**config.mk**
```make
export PLATFORM = sky130hd
export DESIGN_NAME = clk_div_bank
export DESIGN_NICKNAME = d
export VERILOG_FILES = /design/src/rtl/clk_div_pkg.sv /design/src/rtl/clk_div_chan.sv /design/src/rtl/clk_div_bank.sv
export SDC_FILE = /design/constraint.sdc
export NUM_CORES = 1
export LEC_CHECK = 0
export BUFFER_PORTS_ARGS = -buffer_cell sky130_fd_sc_hd__clkbuf_2
export CORE_UTILIZATION = 44
export DETAILED_ROUTE_END_ITERATION = 8
export PLACE_DENSITY = 0.6
export SLEW_MARGIN = 20
export SYNTH_ARGS = -nofsm -noshare
export SYNTH_HDL_FRONTEND = slang
export SYNTH_HIERARCHICAL = 1
export SYNTH_SLANG_ARGS = --single-unit
export TNS_END_PERCENT = 20
```
**constraint.sdc**
```tcl
create_clock -name basys_clk -period 8.97 [get_ports basys_clk]
set_clock_uncertainty 0.15 [all_clocks]
set_input_delay 0.4485 -clock basys_clk [delete_from_list [all_inputs] [get_ports basys_clk]]
set_output_delay 0.4485 -clock basys_clk [all_outputs]
set_load 0.05 [all_outputs]
```
**src/rtl/clk_div_pkg.sv**
```systemverilog
// clk_div_pkg: shared constants for the clock divider bank.
//   DIV_W_DEFAULT       default half-period register width
//   DEFAULT_HALF_16M67  reset half-period (100 MHz / 6 = 16.67 MHz)
//   HALF_*              half-period values for common rates off 100 MHz
package clk_div_pkg;

  localparam int unsigned DIV_W_DEFAULT      = 16;
  localparam int unsigned DEFAULT_HALF_16M67 = 3;

  localparam int unsigned HALF_25MHZ         = 2;
  localparam int unsigned HALF_6M25HZ        = 8;
  // Needs DIV_W >= 16.
  localparam int unsigned HALF_1KHZ          = 50000;

endpackage

```
**src/rtl/clk_div_chan.sv**
```systemverilog
// clk_div_chan: one divider channel with a shadowed, boundary-applied half-period.
//   basys_clk  system clock
//   reset      async active-high reset
//   resync     sync phase realignment (zero the waveform, apply any pending value)
//   wr_sel     write strobe for this channel
//   wr_half    new half-period (0 = disabled)
//   clk_out    divided square wave (period 2*active)
//   tick       one-cycle pulse in the first high cycle of clk_out
//   pending    shadow value not yet applied
module clk_div_chan
  import clk_div_pkg::*;
#(
  parameter int unsigned DIV_W        = DIV_W_DEFAULT,
  parameter int unsigned DEFAULT_HALF = DEFAULT_HALF_16M67
) (
  input  logic             basys_clk,
  input  logic             reset,
  input  logic             resync,
  input  logic             wr_sel,
  input  logic [DIV_W-1:0] wr_half,
  output logic             clk_out,
  output logic             tick,
  output logic             pending
);

  logic [DIV_W-1:0] r_count;
  logic [DIV_W-1:0] r_active;
  logic [DIV_W-1:0] r_shadow;
  logic             r_pend;
  logic             r_clk;
  logic             r_tick;

  logic             w_boundary;
  logic             w_apply;
  logic             w_run;
  logic             w_wrap;

  // Start of a period (about to rise) or idle while disabled.
  assign w_boundary = (r_count == '0) && !r_clk;
  assign w_apply    = r_pend && (resync || w_boundary);

  // A boundary that is about to load 0 must not begin a new high phase,
  // otherwise a one-cycle runt would precede the disable.
  assign w_run = (r_active != '0) && !(w_boundary && r_pend && (r_shadow == '0));

  // >= rather than == so a count left above a smaller divisor still wraps.
  assign w_wrap = r_count >= (r_active - DIV_W'(1));

  // Waveform generation.
  always_ff @(posedge basys_clk or posedge reset) begin
    if (reset) begin
      r_count <= '0;
      r_clk   <= 1'b0;
      r_tick  <= 1'b0;
    end else if (resync || !w_run) begin
      r_count <= '0;
      r_clk   <= 1'b0;
      r_tick  <= 1'b0;
    end else begin
      r_count <= w_wrap ? '0 : r_count + DIV_W'(1);
      if (r_count == '0) begin
        r_clk <= ~r_clk;
      end
      r_tick <= w_boundary;
    end
  end

  // Divisor shadowing; a write in an apply cycle lands in shadow and stays pending.
  always_ff @(posedge basys_clk or posedge reset) begin
    if (reset) begin
      r_active <= DIV_W'(DEFAULT_HALF);
      r_shadow <= DIV_W'(DEFAULT_HALF);
      r_pend   <= 1'b0;
    end else begin
      if (w_apply) begin
        r_active <= r_shadow;
        r_pend   <= 1'b0;
      end
      if (wr_sel) begin
        r_shadow <= wr_half;
        r_pend   <= 1'b1;
      end
    end
  end

  assign clk_out = r_clk;
  assign tick    = r_tick;
  assign pending = r_pend;

endmodule

```
**src/rtl/clk_div_bank.sv**
```systemverilog
// clk_div_bank: bank of N_CH independent programmable clock dividers.
//   basys_clk  100 MHz system clock
//   reset      async active-high reset
//   resync     sync phase realignment of all channels
//   wr_en      divisor write strobe
//   wr_ch      target channel (values >= N_CH are ignored)
//   wr_half    new half-period (0 = disabled)
//   clk_out    divided square waves, one per channel
//   tick       one-cycle pulse per clk_out rising edge (preferred as clock enable)
//   pending    per-channel shadow divisor not yet applied
module clk_div_bank
  import clk_div_pkg::*;
#(
  parameter  int unsigned N_CH         = 4,
  parameter  int unsigned DIV_W        = DIV_W_DEFAULT,
  parameter  int unsigned DEFAULT_HALF = DEFAULT_HALF_16M67,
  localparam int unsigned CH_W         = (N_CH > 1) ? $clog2(N_CH) : 1
) (
  input  logic             basys_clk,
  input  logic             reset,
  input  logic             resync,
  input  logic             wr_en,
  input  logic [CH_W-1:0]  wr_ch,
  input  logic [DIV_W-1:0] wr_half,
  output logic [N_CH-1:0]  clk_out,
  output logic [N_CH-1:0]  tick,
  output logic [N_CH-1:0]  pending
);

  logic [N_CH-1:0] w_wr_sel;

  // Only indices below N_CH are decoded, so out-of-range wr_ch selects nothing.
  for (genvar i = 0; i < N_CH; i++) begin : g_ch
    localparam logic [CH_W-1:0] SEL = CH_W'(i);

    assign w_wr_sel[i] = wr_en && (wr_ch == SEL);

    clk_div_chan #(
      .DIV_W        (DIV_W),
      .DEFAULT_HALF (DEFAULT_HALF)
    ) u_chan (
      .basys_clk (basys_clk),
      .reset     (reset),
      .resync    (resync),
      .wr_sel    (w_wr_sel[i]),
      .wr_half   (wr_half),
      .clk_out   (clk_out[i]),
      .tick      (tick[i]),
      .pending   (pending[i])
    );
  end

endmodule
```
* Yosys cells after proc, flatten, opt, wreduce, memory -nomap -nowiden
Cells that the tools add are included.
Storage, ports and cells: input bits 22, flip-flop bits (word level) 204, output and inout bits 12
Operators by class: equality and inequality tests 3, reduce and logical (&&, ||, !) cells 65, multiplexer cells 28, order comparisons 4, bitwise operators 4, $add $sub $neg 8
Operators with widths (number):
- 16-bit logical NOT | 8
- 16-bit 2-to-1 mux | 8
- 16-bit by 1-bit adder with 16-bit output, second input constant | 4
- 16-bit >= comparator | 4
- 16-bit nonzero test | 4
- 16-bit by 1-bit subtractor with 16-bit output, second input constant | 4
- 1-bit logical AND | 24
- 1-bit 2-to-1 mux | 20
- 2-bit nonzero test | 8
- 1-bit logical NOT | 12
- 1-bit logical OR | 8
- 2-bit equality test, second input constant | 2
- 1-bit inverter | 4
- 2-bit by 1-bit equality test with 1-bit output, second input constant | 1
- 2-bit logical NOT | 1

* Depth between registers and ports, before layout
Gate-level depths: netlist of run 1.
depth in word-level cells 9, mapped depth 14, gate-level depth less buffers 13

* Hierarchy
Netlist of run 1, hierarchy kept.
Modules (own cells, without submodules):
- clk_div_chan | cells each 263, instances 4, area an instance 2934.1 µm², sequential area each 1281.2 µm²
- clk_div_bank | cells each 4, instances 1, area an instance 37.5 µm², sequential area each 0.0 µm²

* Worst setup path before layout of run 1
OpenSTA, ideal clock, no wires.
kind reg-to-reg, from reg g_ch[0].u_chan.r_active[0], to reg g_ch[0].u_chan.r_count[14], clock period less this slack 3442 ps, slack 5528 ps, library setup time 105 ps, cell stages (with the launch flop) 14, data required time 8715 ps, arrival time 3187 ps, path through dfstp_2 > inv_1 > ha_1 > or4b_2 > nor3_1 > nor3b_1 > nand2_1 > xor2_1 > ha_1 > nand2_1 > o21ai_0 > a21oi_1 > clkbuf_1 > nor4b_1
On the way: cells in the longest elaborated chain, start to end 5, elaborated cells on any way between the ends 8
RTL lines:
- start, declared | line clk_div_chan.sv:27 | logic [DIV_W-1:0] r_active;
- start signal, assigned | line clk_div_chan.sv:71 | r_active <= DIV_W'(DEFAULT_HALF);
- start signal, assigned | line clk_div_chan.sv:76 | r_active <= r_shadow;
- parallel branches: the longest is 4 deep, another holds 16-bit by 1-bit subtractor with 16-bit output
- 16-bit 2-to-1 mux * | line clk_div_chan.sv:55 | end else if (resync || !w_run) begin
- end signal, assigned | line clk_div_chan.sv:60 | r_count <= w_wrap ? '0 : r_count + DIV_W'(1);
- end, declared | line clk_div_chan.sv:26 | logic [DIV_W-1:0] r_count;
Mark *: on every way between the ends. A chain may end at the register's enable or synchronous reset.

* Final worst setup path of run 1
from reg g_ch[3].u_chan.r_active[0], to reg g_ch[3].u_chan.r_count[14]
On the way: cells in the longest elaborated chain, start to end 5, elaborated cells on any way between the ends 8
RTL lines (line):
- start, declared | clk_div_chan.sv:27
- start signal, assigned | clk_div_chan.sv:71
- start signal, assigned | clk_div_chan.sv:76
- parallel branches: the longest is 4 deep, another holds 16-bit by 1-bit subtractor with 16-bit output
- 16-bit 2-to-1 mux * | clk_div_chan.sv:55
- end signal, assigned | clk_div_chan.sv:60
- end, declared | clk_div_chan.sv:26
Marked as above.

==> flow_summary.toml, run 1 <==
[setup_path]
required_ps = 9220
ff2ff_setup_slack_ps = 4950
cp_slowest_stage_delay_ps = 830
crit_fanout = 16
crit_slowest_cell = "a21oi_1"
cp.arrival_ps = 4270
worst-r2r-cell-count = 12
reg2reg_to = "g_ch[3].u_chan/r_count[14]$_DFF_PP0_"
path_cells = "inv_1, ha_1, or4b_2, nor3_1, nor3b_1, nand2_1, xor2_1, ha_1, nand2_1, o21ai_0, a21oi_1, nor4b_1"
worstReg2RegStart = "g_ch[3].u_chan/r_active[0]$_DFFE_PP1P_"
critPathCaptureType = "flop"
worstSetupPathType = "flop to flop"
startpoint_type = "flop"

[synthesis]
synth_nets = 1154
synth-edff-count = 0
synthMuxAreaShare_pct = 13.5
synth_xor_area_share_pct = 8.63
synthFlopType = "dfrtp_1"
synth-seq-cells = 204
yosysMostFrequentCell = "dfrtp_1"
async_flop_share_pct = 100
yosysTopAreaCellShare_pct = 40.0
avgSynthCellArea_um2 = 11.1
synth_area_leaders = "dfrtp_1 (40%), mux2_2 (8.4%), ha_1 (8.1%)"
synth-simple-area-share_pct = 19.3
synth.distinct_cells = 45
yosysSeqAreaShare_pct = 43.5
synth_common_cells = "dfrtp_1 (188), mux2_2 (88), xnor2_1 (88), ha_1 (76), nand2_1 (76)"
synth_top_family_by_area = "simple AND/OR/NAND/NOR gates"
synth_warnings = 6
synth.cell_area_mm2 = 0.0118
synth_top_area_cell = "dfrtp_1"
synth_cells = 1056
synthAdderAreaFrac_pct = 8.08
synth_compound_area_share_pct = 3.74

[clock_tree]
clk_pin_slew_ps = 60
cts_made_buffers = 24
ctsHoldBuffers = 0
cts_setup_buffers = 0
root_buffer = "clkbuf_16"
insertion_delay_ps = 520
post_cts_resized = 0
cts_max_level = 1
cts_tree = "built"
cts.sinks = 204
ctsLongestPathBuffers = 3

[power]
switching_share_pct = 32.2
p_per_area_mw_per_mm2 = 256
seqPwrFrac_pct = 43.2
leakagePower_nw = 5.55
combPwrFrac_pct = 27.3
p_sw_mw = 1.07
finalPower_mw = 3.32
ir_drop_mv = 0.163
internal_power_mw = 2.25
clkPwrFrac_pct = 29.5

[floorplanning]
die_x_um = 166
row_count = 59
coreArea_mm2 = 0.0261
chipHeight_um = 166
io_pins = 34
start_util_pct = 45.1
die_area_mm2 = 0.0274

[timing]
setup_tns_ps = 0
tightest_slew_ps = 1080
setup_violations = 0
finalCritPeriodShare_pct = 44.8
drv_slew = 0
rsz0062_at_grt = "no"
slew_headroom_pct = 27.9
max_freq_ghz = 0.249
hold_viol_final = 0
post-route-min-period_ps = 4020

[run_status]
failed_checks = "design-rule violations"
run_status = "finished, violations left"

[placed_design]
gp_congestion = 0.801
place_inst = 1390
dp_hpwl_um = 17300
portBuffers = 33

[grt]
grt_max_degree = 52
grt.overflow.total = 0
grt_pass1_wl_um = 41100
grt_usage_pct = 18.9
antenna_found_initial = 0
grt_pass1_vias = 7619

[final_layout]
finalNonFillerCells = 1434
drive_gt1_share_pct = 22.9
nets = 1179
antenna_cells = 0
syn_to_final_growth_pct = 10.0

[route]
ant_nets = 0
dr.pass1.iters = 6
wl_per_cell_um = 17.5
via_per_inst = 5.52
drcViolationCount = 8
wirelength_um = 25100
vias = 7919
drtIter0Drc = 447

[run]
drv_cap = 0

[worst_hold_path]
hold_path_class = "input port to async pin"
## worst max-delay path by stage
stage	depth (start not counted)	slack [ps]	startpoint	endpoint
2_1_floorplan	13	5530	g_ch[0].u_chan/r_active[0]$_DFFE_PP1P_	g_ch[0].u_chan/r_count[14]$_DFF_PP0_
6_report	12	4950	g_ch[3].u_chan/r_active[0]$_DFFE_PP1P_	g_ch[3].u_chan/r_count[14]$_DFF_PP0_
5_1_grt	12	4590	g_ch[3].u_chan/r_active[0]$_DFFE_PP1P_	g_ch[3].u_chan/r_count[13]$_DFF_PP0_
3_5_place_dp	12	4830	g_ch[0].u_chan/r_active[0]$_DFFE_PP1P_	g_ch[0].u_chan/r_count[8]$_DFF_PP0_
4_1_cts	12	4800	g_ch[0].u_chan/r_active[0]$_DFFE_PP1P_	g_ch[0].u_chan/r_count[8]$_DFF_PP0_
3_3_place_gp	12	4890	g_ch[0].u_chan/r_active[0]$_DFFE_PP1P_	g_ch[0].u_chan/r_count[0]$_DFF_PP0_
## registers in the layout (all words and copies together) (netlist names)
signal                count
g_ch.u_chan/pending       4
g_ch.u_chan/tick          4
g_ch.u_chan/r_active     64
g_ch.u_chan/r_shadow     64
g_ch.u_chan/r_count      64
g_ch.u_chan/clk_out       4
## area by class of cell
type | count | area [um^2]
clock buffers | 36 | 737
multi-input cells | 780 | 6280
inverters | 36 | 139
flip-flops and latches | 204 | 5120
clock inverters | 8 | 71.3
well taps | 335 | 419
fillers | 2364 | 13200
repair buffers | 35 | 180
## critical path: cells and delay by family, from the launching register on
| family | cells | cell delay (ps) |
|---|---|---|
| AO/OA/AOI/OAI | 2 | 910 |
| XOR/XNOR | 1 | 160 |
| adder cells (fa/ha/maj) | 2 | 480 |
| buffers and inverters | 1 | 70 |
| flip-flops | 1 | 370 |
| AND/OR/NAND/NOR | 6 | 1780 |
## metal layers
metal / vias to the layer above / track usage (%) / routed length (um)
met5: - / 0 / 0
met4: 0 / 3.68 / 313
met3: 25 / 2.77 / 987
met2: 118 / 29.4 / 11200
met1: 3911 / 27.9 / 12600
li1: 3865 / - / -
## power groups by stage
stage	Sequential, mW	Clock (mW)	Combinational, mW
after floorplan	1.39	0	0.748
after global placement	1.44	0	0.893
after detailed placement	1.45	0	0.912
after CTS	1.43	1.00	0.920
after global routing	1.48	1.04	1.03
final	1.43	0.978	0.907
## kinds of logic after synthesis
kind of cell / count (synthesis)
compound gates: 72
xor+xnor: 116
fa+ha+maj: 76
buf+inv: 72
flops: 204
mux: 128
simple gates: 388
## through the flow
step                      hold slack, ps  setup slack, ps  util (%)  cell area (um^2)
after floorplan                      332             5530         -             11800
after global placement               356             4890      46.4             12100
after detailed placement             358             4830      46.4             12100
after CTS                           55.3             4800      49.5             12900
after global routing                99.8             4590      49.6             13000
final                               17.1             4950      49.6             13000
## cell usage in the layout (no fill, tap or decap), types with 33 or more instances in the layout
| cell | n |
|---|---|
| nand2_1 | 76 |
| dfrtp_1 | 188 |
| mux2_4 | 40 |
| xnor2_1 | 88 |
| mux2_2 | 88 |
| clkbuf_2 | 33 |
| nor2_1 | 72 |
| ha_1 | 76 |
| nor3_1 | 56 |
Note: power is estimated with default switching activity, not from simulation.
==> run 2, diff against run 1 <==
==> constraint.sdc (replaced) <==
create_clock -name basys_clk -period 3.7 [get_ports basys_clk]
set_clock_uncertainty 0.15 [all_clocks]
set_input_delay 0.185 -clock basys_clk [delete_from_list [all_inputs] [get_ports basys_clk]]
set_output_delay 0.185 -clock basys_clk [all_outputs]
set_load 0.05 [all_outputs]
==> flow_summary.toml, run 2 (synthesized netlist as in run 1, its figures left out) <==
[clock_tree]
cts_tree = "built"
cts_setup_buffers = 0
cts.sinks = 204
clk_pin_slew_ps = 60
cts_made_buffers = 22
insertion_delay_ps = 510
cts_max_level = 1
ctsLongestPathBuffers = 3
root_buffer = "clkbuf_16"

[timing]
drv_slew = 0
setup_tns_ps = 0
tightest_slew_ps = 929
setup_violations = 0
max_freq_ghz = 0.293
slew_headroom_pct = 38.1
hold_viol_final = 0
rsz0062_at_grt = "no"
post-route-min-period_ps = 3420
finalCritPeriodShare_pct = 92.4

[grt]
grt_usage_pct = 19.3
antenna_found_initial = 0
grt_pass1_wl_um = 41800
grt_max_degree = 52
grt_pass1_vias = 7849
grt.overflow.total = 0

[setup_path]
required_ps = 3960
critPathCaptureType = "flop"
cp.arrival_ps = 3670
crit_fanout = 16
worstSetupPathType = "flop to flop"
startpoint_type = "flop"

[route]
vias = 7999
wl_per_cell_um = 17.1
wirelength_um = 25100
drtIter0Drc = 429
ant_nets = 0
drcViolationCount = 9
dr.pass1.iters = 6
via_per_inst = 5.47

[final_layout]
num-fill-cells = 2365
post-route-util_pct = 51.0
antenna_cells = 0
multi_input_area_mm2 = 0.00637
drive_gt1_share_pct = 24.8
syn_to_final_growth_pct = 13.2
final_common_cell = "dfrtp_1"
final_cell_mix = "dfrtp_1 (188), mux2_2 (88), xnor2_1 (88)"
nets = 1209
reg.largest.list = "g_ch.u_chan/r_active x64, g_ch.u_chan/r_count x64, g_ch.u_chan/r_shadow x64"
regArea_mm2 = 0.00512

[floorplanning]
die_x_um = 166
coreArea_mm2 = 0.0261
start_util_pct = 45.1
io_pins = 34
row_count = 59
chipHeight_um = 166
die_area_mm2 = 0.0274

[placed_design]
gp_congestion = 0.827
portBuffers = 33
dp_hpwl_um = 17700

[run_status]
run_status = "finished, violations left"
failed_checks = "design-rule violations"

[power]
leakagePower_nw = 5.71
ir_drop_mv = 0.326
p_per_area_mw_per_mm2 = 613

[run]
drv_cap = 0

[worst_hold_path]
hold_path_class = "input port to flop"
==> run 2: final timing paths <==
kind | cells past startpoint | start | slack (ps) | endpoint
max | 11 | g_ch[2].u_chan/r_active[2]$_DFFE_PP0P_ | 280 | g_ch[2].u_chan/r_count[10]$_DFF_PP0_
min | 3 | resync | 110 | g_ch[3].u_chan/pending$_DFFE_PP0P_
max reg2reg | 11 | g_ch[2].u_chan/r_active[2]$_DFFE_PP0P_ | 280 | g_ch[2].u_chan/r_count[10]$_DFF_PP0_
min reg2reg | 1 | g_ch[0].u_chan/r_count[0]$_DFF_PP0_ | 370 | g_ch[0].u_chan/r_count[0]$_DFF_PP0_
max in group asynchronous | 4 | reset | 2410 | g_ch[3].u_chan/r_count[10]$_DFF_PP0_
min in group asynchronous | 3 | reset | 180 | g_ch[2].u_chan/r_shadow[9]$_DFFE_PP0P_
==> run 2: per-stage QoR <==
step	total power, mW	cells	worst slack [ps]	area [um^2]	hold WS, ps
finish	8.17	1462	283	13300	106
global route	8.74	1462	1.17	13300	122
CTS	8.25	1462	176	13200	83.0
detailed placement	5.73	1405	172	12200	153
global placement	5.67	1405	298	12200	154
floorplan	5.18	1056	258	11800	187
==> run 2: routing by layer <==
metal  wire length [um]  vias up  GRT usage (%)  part of all wire (%)
met4                308        0           4.17                   1.2
li1                   -     3924              -                     -
met5                  0        -              0                     0
met3                934       30           2.55                   3.7
met1              12700     3937           28.3                    51
met2              11100      108           30.1                    44
==> run 2: final cells by class <==
type / count / area share, %
tap: 335 / 3.14
timing repair buffer: 67 / 3.47
multi-input combinational: 780 / 47.8
inverter: 36 / 1.03
clock inverter: 15 / 1.67
clock buffer: 25 / 4.45
sequential: 204 / 38.5
==> run 2: power by group <==
group	leakage (nW)	internal, mW	switching [mW]	total, mW
combinational	2.78	1.24	0.982	2.22
clock	0.391	1.51	0.948	2.46
sequential	2.54	2.80	0.696	3.49
==> run 2: critical path: stages (launching register included) <==
cell     delay [ps]
dfrtp_1         430
nor3_1          240
or3b_1          480
or4b_4          560
nor4_2          180
xnor2_1         170
ha_1            270
a21oi_1         130
o21ai_0         100
a21oi_1         130
buf_4           210
nor4b_1         260
==> run 2: repair_timing <==
item / 4_1_cts / 5_1_grt
hold buffers: 17 / 0
resized for setup: 0 / 17
setup endpoints to repair: 0 / 46
hold endpoints to repair: 200 / 0
